[src/rtl/ram_port_arbiter.sv]
// -----------------------------------------------------------------------------
// ram_port_arbiter
//
// Round-robin arbiter that shares one req/gnt/rvalid memory port between
// NUM_MASTERS requesters (core LSU, debug, DMA). Each cycle, the first requesting
// master is chosen as the winner. The search starts at rr_ptr. The winner's
// request is forwarded to the slave port. Every accepted request pushes the
// winner's index into an ID FIFO. The slave answers in order, so each
// response pops the FIFO head and is steered back to the issuing master.
// This works with a fixed 1-cycle RAM and with slower slaves.
//
// Ports:
//   clk_i, rst_ni        clock, asynchronous active-low reset
//   m_req_i/m_we_i       per-master request / write enable
//   m_be_i               byte enables, master k at [4k+:4]
//   m_addr_i/m_wdata_i   address / write data, master k at [32k+:32]
//   m_gnt_o              one-hot grant (winner only, on slave handshake)
//   m_rvalid_o           one-hot response valid (FIFO head on s_rvalid_i)
//   m_rdata_o            shared read data, qualified by m_rvalid_o
//   s_req_o/s_gnt_i      slave request / grant (grant may depend on s_req_o)
//   s_we_o/s_be_o        forwarded write enable / byte enables
//   s_addr_o/s_wdata_o   forwarded address / write data
//   s_rvalid_i/s_rdata_i slave response valid / read data
//   outstanding_o        ID FIFO occupancy (granted, not yet answered)
//   resp_err_o           sticky: a response arrived with nothing outstanding
// -----------------------------------------------------------------------------
module ram_port_arbiter #(
  parameter int NUM_MASTERS     = 3,
  parameter int MAX_OUTSTANDING = 2
) (
  input  logic                                 clk_i,
  input  logic                                 rst_ni,
  input  logic [NUM_MASTERS-1:0]               m_req_i,
  input  logic [NUM_MASTERS-1:0]               m_we_i,
  input  logic [4*NUM_MASTERS-1:0]             m_be_i,
  input  logic [32*NUM_MASTERS-1:0]            m_addr_i,
  input  logic [32*NUM_MASTERS-1:0]            m_wdata_i,
  output logic [NUM_MASTERS-1:0]               m_gnt_o,
  output logic [NUM_MASTERS-1:0]               m_rvalid_o,
  output logic [31:0]                          m_rdata_o,
  output logic                                 s_req_o,
  input  logic                                 s_gnt_i,
  output logic                                 s_we_o,
  output logic [3:0]                           s_be_o,
  output logic [31:0]                          s_addr_o,
  output logic [31:0]                          s_wdata_o,
  input  logic                                 s_rvalid_i,
  input  logic [31:0]                          s_rdata_i,
  output logic [$clog2(MAX_OUTSTANDING+1)-1:0] outstanding_o,
  output logic                                 resp_err_o
);

  localparam int ID_W  = $clog2(NUM_MASTERS);
  localparam int CNT_W = $clog2(MAX_OUTSTANDING + 1);
  localparam int PTR_W = (MAX_OUTSTANDING > 1) ? $clog2(MAX_OUTSTANDING) : 1;

  // (base + off) mod NUM_MASTERS. off is at most NUM_MASTERS-1, so a single
  // conditional subtract is enough.
  function automatic logic [ID_W-1:0] wrap_id(input logic [ID_W-1:0] base,
                                              input int               off);
    int s;
    s = int'(base) + off;
    if (s >= NUM_MASTERS) s = s - NUM_MASTERS;
    return ID_W'(s);
  endfunction

  // FIFO pointer increment modulo MAX_OUTSTANDING (depth need not be 2^n)
  function automatic logic [PTR_W-1:0] wrap_ptr(input logic [PTR_W-1:0] p);
    if (int'(p) == MAX_OUTSTANDING - 1) return '0;
    return p + 1'b1;
  endfunction

  logic [ID_W-1:0]  rr_ptr;
  logic [ID_W-1:0]  win;
  logic             found;
  logic [PTR_W-1:0] wr_ptr;
  logic [PTR_W-1:0] rd_ptr;
  logic [CNT_W-1:0] count;
  logic [ID_W-1:0]  id_fifo [MAX_OUTSTANDING];
  logic [ID_W-1:0]  head;
  logic             full;
  logic             empty;
  logic             hs;
  logic             pop;
  logic             resp_err;

  // Rotating-priority search. When nobody requests, win stays at rr_ptr.
  // The forwarded fields are then don't-care and come from that master.
  always_comb begin
    win   = rr_ptr;
    found = 1'b0;
    for (int i = 0; i < NUM_MASTERS; i++) begin
      if (!found && m_req_i[wrap_id(rr_ptr, i)]) begin
        win   = wrap_id(rr_ptr, i);
        found = 1'b1;
      end
    end
  end

  // full comes from the registered count only. A response that frees a slot
  // this cycle does not re-open the request path until the next cycle, so
  // there is no rvalid -> req combinational path.
  assign full  = (count == CNT_W'(MAX_OUTSTANDING));
  assign empty = (count == '0);

  assign s_req_o   = (|m_req_i) & ~full;
  assign s_we_o    = m_we_i[win];
  assign s_be_o    = m_be_i[int'(win)*4 +: 4];
  assign s_addr_o  = m_addr_i[int'(win)*32 +: 32];
  assign s_wdata_o = m_wdata_i[int'(win)*32 +: 32];

  assign hs   = s_req_o & s_gnt_i;
  assign pop  = s_rvalid_i & ~empty;
  assign head = id_fifo[rd_ptr];

  always_comb begin
    m_gnt_o = '0;
    if (hs) m_gnt_o[win] = 1'b1;
  end

  // An orphan response (FIFO empty) is routed to no master.
  always_comb begin
    m_rvalid_o = '0;
    if (pop) m_rvalid_o[head] = 1'b1;
  end

  assign m_rdata_o     = s_rdata_i;
  assign outstanding_o = count;
  assign resp_err_o    = resp_err;

  always_ff @(posedge clk_i or negedge rst_ni) begin
    if (!rst_ni) begin
      rr_ptr   <= '0;
      wr_ptr   <= '0;
      rd_ptr   <= '0;
      count    <= '0;
      resp_err <= 1'b0;
    end else begin
      if (hs) begin
        rr_ptr <= wrap_id(win, 1);
        wr_ptr <= wrap_ptr(wr_ptr);
      end
      if (pop) rd_ptr <= wrap_ptr(rd_ptr);
      case ({hs, pop})
        2'b10:   count <= count + 1'b1;
        2'b01:   count <= count - 1'b1;
        default: count <= count;
      endcase
      if (s_rvalid_i && empty) resp_err <= 1'b1;
    end
  end

  // ID storage needs no reset. Entries are only read behind a valid count,
  // and reset discards the pointers and count.
  always_ff @(posedge clk_i) begin
    if (hs) id_fifo[wr_ptr] <= win;
  end

endmodule

[config.mk]
export PLATFORM = sky130hd
export DESIGN_NAME = ram_port_arbiter
export DESIGN_NICKNAME = d
export VERILOG_FILES = /design/src/rtl/ram_port_arbiter.sv
export SDC_FILE = /design/constraint.sdc
export NUM_CORES = 1
export LEC_CHECK = 0
export ABC_AREA = 1
export ABC_CLOCK_PERIOD_IN_PS = 2600
export CAP_MARGIN = 10
export CORE_AREA = 4 4 136 138
export DETAILED_ROUTE_END_ITERATION = 8
export DIE_AREA = 0 0 140 142
export GPL_TIMING_DRIVEN = 0
export SLEW_MARGIN = 5
export SYNTH_ARGS = -nofsm -noshare
export SYNTH_HDL_FRONTEND = slang
export SYNTH_SLANG_ARGS = --single-unit
[constraint.sdc]
create_clock -name clk_i -period 2.6 [get_ports clk_i]
set_input_delay 0.26 -clock clk_i [delete_from_list [all_inputs] [get_ports clk_i]]
set_output_delay 0.26 -clock clk_i [all_outputs]
set_load 0.1 [all_outputs]
==> results.cfg, run 1 <==
[outcome]
status = finished with violations
violations = setup timing

[yosys]
synth-seq-cells = 11
ys_seq_area_share_pct = 7.67
syn-num-nets = 1056
synth.area.mux_share_pct = 0.260
yosys_warnings = 0
synth_top_family_by_area = simple AND/OR/NAND/NOR gates
async_reset_ff_share_pct = 63.6
synthFlopType = dfrtp_1
synth_cell_types = 29
synth-simple-area-share_pct = 51.8
synth_compound_area_share_pct = 1.92
syn_inst = 804
synth_xor_area_share_pct = 0.910
syn_area_per_cell_um2 = 4.79
synth-adder-area-share_pct = 1.95
synth_area_um2 = 3850
synth_edf_count = 4

[floorplan]
die_x_um = 140
io_pins = 357
core_area_um2 = 17200
start_util_pct = 22.4
fp-row-count = 48
die_h_um = 142
fp.dieArea_um2 = 19900

[cells_and_area]
drive_gt1_share_pct = 29.7
final_nets = 1415
utilization_pct = 55.2
final_cells = 1387
nFillCells = 1665
areaGrowthSynthToFinish_pct = 146
regArea_um2 = 299
num_antenna_cells = 0
multi_input_area_um2 = 2850

[detailed_routing]
drt-initial-drc-count = 224
drt-pass1-iter-count = 5
drt_wl_total_um = 21100
drc = 0
dr_total_vias = 5885
avgRoutedWirePerCell_um = 15.2
drt-vias-per-instance = 4.24
antenna_left = 0

[sta]
clock_skew_ns = 0.00297
setup_violations = 72
rsz0062_at_grt = true
worst_slew_pin_slew_ns = 0.987
fin_crit_sh_pct = 106
relSlewSlack_pct = 34.0
finalWorstSetupSlack_ns = -0.169
drv_slew = 0
max_clock_freq_mhz = 361
finalCriticalPeriod_ns = 2.77
finalHoldViolCount = 0

[setup_path]
cp_data_arrival_time_ns = 2.51
required_ns = 2.34
cp_max_fo = 10
worst_setup_path_start_kind = flip-flop
path_class = flip-flop to output pin
end_kind = output pin

[grt]
grtUsageTotal_pct = 19.1
grt_pass1_wl_um = 30700
grt_pass1_vias = 5659
grt_max_degree = 12
grt_overflow = 0
antenna_found_initial = 0

[place]
dp_cells = 1353
port-buffer-count = 324
place_congestion = 0.870
hpwl_um = 15500

[clocking]
clk-insertion-delay-late_ns = 0.23
numCtsBuffers = 3
cts-root-buf = clkbuf_16
clock_path_buffers = 2
clk_transition_reported_paths_ns = 0.04
cts_tree = done
ctsHoldBuffers = 0
cts.sinks = 11
h-tree-depth = 1

[min_path]
hold_class = primary input to asynchronous set/reset pin

[flow_run]
max_cap_violations = 0
## critical path, stage by stage (launching register included)
cell	delay, ns
dfrtp_2	0.44
inv_2	0.10
ha_4	0.16
inv_4	0.05
nand2_4	0.07
nand3_4	0.08
nand2_4	0.11
inv_4	0.05
nor2_4	0.21
nand2_2	0.12
a21boi_4	0.20
buf_8	0.18
buf_8	0.15
nand2_1	0.08
nand2_2	0.09
buf_12	0.17
## final cells by class
type / count / area share (%)
Timing Repair Buffer: 352 / 45.5
Multi-Input combinational cell: 492 / 30.1
Inverter: 228 / 9.14
Buffer: 75 / 8.27
Sequential cell: 11 / 3.16
Tap cell: 225 / 2.97
Clock buffer: 3 / 0.792
Clock inverter: 1 / 0.0528
## cells by family after synthesis
group,after synthesis
flops,11
xor+xnor,4
fa+ha+maj,6
simple gates,468
buf+inv,303
mux,1
compound gates,11
## state kept, by name, indices dropped and copies added, names as in the netlist
signal         cells
id_fifo            4
outstanding_o      2
rr_ptr             2
rd_ptr             1
resp_err_o         1
wr_ptr             1
## cell usage after synthesis, drive strengths merged (3+ instances only)
| master | n | share of area, % |
|---|---|---|
| clkbuf | 6 | 0.58 |
| edfxtp | 4 | 3.1 |
| dfrtp | 7 | 4.5 |
| ha | 6 | 1.9 |
| nand2 | 235 | 23 |
| nand3 | 152 | 20 |
| inv | 228 | 22 |
| nor2 | 78 | 7.8 |
| buf | 69 | 13 |
| o21ai | 5 | 0.75 |
| xor2 | 3 | 0.68 |
## cell usage in the layout (no fill, tap or decap), types with 2 or more instances in the layout
cell / netlist / final
xor2_1: 3 / 3
ha_4: 0 / 3
buf_6: 9 / 17
dfrtp_1: 7 / 4
buf_4: 35 / 45
clkbuf_16: 0 / 7
dlygate4sd2_1: 0 / 3
buf_8: 0 / 17
nand3_1: 150 / 116
clkbuf_4: 0 / 3
inv_1: 225 / 219
nor2_1: 77 / 71
nand2_2: 5 / 80
buf_2: 25 / 6
nor2_4: 1 / 3
dfrtp_2: 0 / 3
nand3_2: 1 / 30
nand2_1: 230 / 136
clkdlybuf4s50_1: 0 / 249
nand2_4: 0 / 19
edfxtp_1: 4 / 4
inv_4: 0 / 4
o21ai_0: 4 / 4
nor2_2: 0 / 4
ha_1: 6 / 2
buf_12: 0 / 81
nand3_4: 1 / 7
inv_2: 3 / 5
## repair_timing
| action | in CTS | in global routing |
|---|---|---|
| cloned | 4 | 5 |
| pin swaps | 13 | 29 |
| gates resized for setup | 797 | 113 |
| setup endpoints to repair | 76 | 72 |
| buffers inserted | 19 | 5 |
## final timing paths
check | start | endpoint | slack [ns] | cells after the start
setup / recovery | rr_ptr[1]$_DFFE_PN0P_ | s_wdata_o[23] | -0.17 | 15
hold / removal | rst_ni | resp_err_o$_DFFE_PN0P_ | 0.29 | 1
setup reg to reg | rr_ptr[1]$_DFFE_PN0P_ | rr_ptr[0]$_DFFE_PN0P_ | 0.34 | 16
hold reg to reg | resp_err_o$_DFFE_PN0P_ | resp_err_o$_DFFE_PN0P_ | 0.46 | 1
max in group asynchronous | rst_ni | rr_ptr[1]$_DFFE_PN0P_ | 2.04 | 1
min in group clk_i | resp_err_o$_DFFE_PN0P_ | resp_err_o$_DFFE_PN0P_ | 0.46 | 1
## per-layer routing
metal  wire, um  track usage [%]
met1       8370             23.2
met2      10900             36.2
met3       1630             3.63
met4        233             2.29
met5          0                0
## stage by stage
step | setup TNS [ns] | hold WS, ns | cell area [um^2] | setup slack (ns)
floorplan | -0.362 | -0.0356 | 3910 | -0.107
global placement | -77.75 | 0.445 | 7430 | -1.32
detailed placement | -78.00 | 0.457 | 7430 | -1.32
CTS | -9.64 | 0.303 | 8980 | -0.197
global route | -20.20 | 0.308 | 9470 | -0.318
finish | -10.07 | 0.290 | 9470 | -0.169
Power of run 1 is not shown: default switching activity piles up to over one toggle a cycle in this logic, so the estimate is an artifact.
==> run 2: changes to the inputs <==
--- a/config.mk
+++ b/config.mk
@@ -12,6 +12,7 @@
 export DETAILED_ROUTE_END_ITERATION = 8
 export DIE_AREA = 0 0 140 142
 export GPL_TIMING_DRIVEN = 0
+export SKIP_LAST_GASP = 1
 export SLEW_MARGIN = 5
 export SYNTH_ARGS = -nofsm -noshare
 export SYNTH_HDL_FRONTEND = slang
==> run 2 against run 1 <==
Flip-flop and latch count unchanged; first-iteration DRC count down 3.1%; final area up 0.55%; non-clock buffer count up 3; cell count up 0.22%; global-route usage down 0.17 points; worst hold slack about the same; the flow still finishes with violations (setup timing); fmax down 0.35%; worst setup slack worse by 0.0098 ns; highest routed layer unchanged; largest cell class unchanged; wire length up 0.85%.
==> results.cfg, run 2 (synthesized netlist as in run 1, its figures left out) <==
[clocking]
h-tree-depth = 1
clk_transition_reported_paths_ns = 0.04
numCtsBuffers = 3
clk-insertion-delay-late_ns = 0.23
clock_path_buffers = 2
cts.sinks = 11
cts-root-buf = clkbuf_16
ctsHoldBuffers = 0
cts_tree = done

[setup_path]
path_class = flip-flop to output pin
crit_start = rr_ptr[1]$_DFFE_PN0P_
r2r_cells = 16
end_kind = output pin
cp_data_arrival_time_ns = 2.52
worst_setup_path_start_kind = flip-flop
cp_max_fo = 10
r2r-start = rr_ptr[1]$_DFFE_PN0P_
required_ns = 2.34

[sta]
relSlewSlack_pct = 34.2
worst_slew_pin_slew_ns = 0.984
finalHoldViolCount = 0
drv_slew = 0
max_clock_freq_mhz = 360
fin_crit_sh_pct = 107
clock_skew_ns = 0.00286
finalWorstSetupSlack_ns = -0.179
finalCriticalPeriod_ns = 2.78
setup_violations = 72
rsz0062_at_grt = true

[detailed_routing]
drt-vias-per-instance = 4.25
top_layer = met4
wl_met1_um = 8360
antenna_left = 0
wl_met3_um = 1610
drt-initial-drc-count = 217
wl_met2_um = 11000
avgRoutedWirePerCell_um = 15.3
drc = 0
dr_total_vias = 5905
drt_wl_total_um = 21300
drt-pass1-iter-count = 4

[grt]
grt_overflow = 0
grt_pass1_vias = 5623
antenna_found_initial = 0
grtUsageTotal_pct = 19.0
grt_pass1_wl_um = 30400
grt_max_degree = 12

[flow_run]
max_cap_violations = 0

[floorplan]
fp-row-count = 48
die_x_um = 140
fp.dieArea_um2 = 19900
core_area_um2 = 17200
die_h_um = 142
io_pins = 357
start_util_pct = 22.4

[cells_and_area]
utilization_pct = 55.5
final_nets = 1418
largest_reg_flops = 4
layout_common_cells = 249 x clkdlybuf4s50_1, 219 x inv_1, 160 x nand2_1
nFillCells = 1653
areaGrowthSynthToFinish_pct = 147
multi_input_area_um2 = 2850
num_antenna_cells = 0
drive_gt1_share_pct = 27.7
regArea_um2 = 299
final_common_cell = clkdlybuf4s50_1
largest_register = id_fifo

[place]
place_congestion = 0.870
hpwl_um = 15500
port-buffer-count = 324

[outcome]
violations = setup timing
status = finished with violations

[min_path]
hold_class = primary input to asynchronous set/reset pin
## run 2: area by class of cell
cell class | instances | share of cell area, %
Clock inverter | 1 | 0.0525
Clock buffer | 3 | 0.788
Inverter | 228 | 9.09
Sequential cell | 11 | 3.14
Buffer | 75 | 8.20
Multi-Input combinational cell | 492 | 29.9
Tap cell | 225 | 2.96
Timing Repair Buffer | 355 | 45.9
## run 2: worst paths after layout
path,to,slack [ns]
hold reg to reg,resp_err_o$_DFFE_PN0P_,0.46
min in group clk_i,resp_err_o$_DFFE_PN0P_,0.46
hold / removal,resp_err_o$_DFFE_PN0P_,0.29
max in group asynchronous,rr_ptr[1]$_DFFE_PN0P_,2.04
setup / recovery,s_addr_o[30],-0.18
setup reg to reg,rr_ptr[0]$_DFFE_PN0P_,0.34
## run 2: repair_timing
action | CTS | global route
gates resized for setup | 715 | 179
cloned | 4 | 7
pin swaps | 7 | 38
setup endpoints to repair | 76 | 75
setup buffers | 19 | 6
## run 2: metrics by stage
step                worst slack, ns  std cells  hold slack (ns)  TNS [ns]  cell area [um^2]
finish                       -0.179       1390            0.290    -10.56              9530
detailed placement            -1.32       1353            0.457    -78.00              7430
global route                 -0.297       1390            0.308    -19.59              9530
global placement              -1.32       1353            0.445    -77.75              7430
floorplan                    -0.107        804          -0.0356    -0.362              3910
CTS                          -0.208       1380            0.303    -10.93              8690
## run 2: metal layers
layer,track usage (%),vias up
li1,-,3024
met1,23.0,2617
met2,35.5,242
met3,3.63,22
met4,2.96,0
met5,0,-
## run 2: worst max-delay path, stage by stage, from the launching register on
cell	delay, ns
dfrtp_2	0.43
inv_2	0.10
ha_4	0.16
inv_4	0.05
nand2_4	0.07
nand3_4	0.08
nand2_4	0.11
inv_4	0.05
nor2_4	0.21
nand3_4	0.22
clkbuf_2	0.27
nand3_1	0.14
nand3_1	0.10
nand2_2	0.10
buf_12	0.18
Power of run 2 is left out for the same reason.
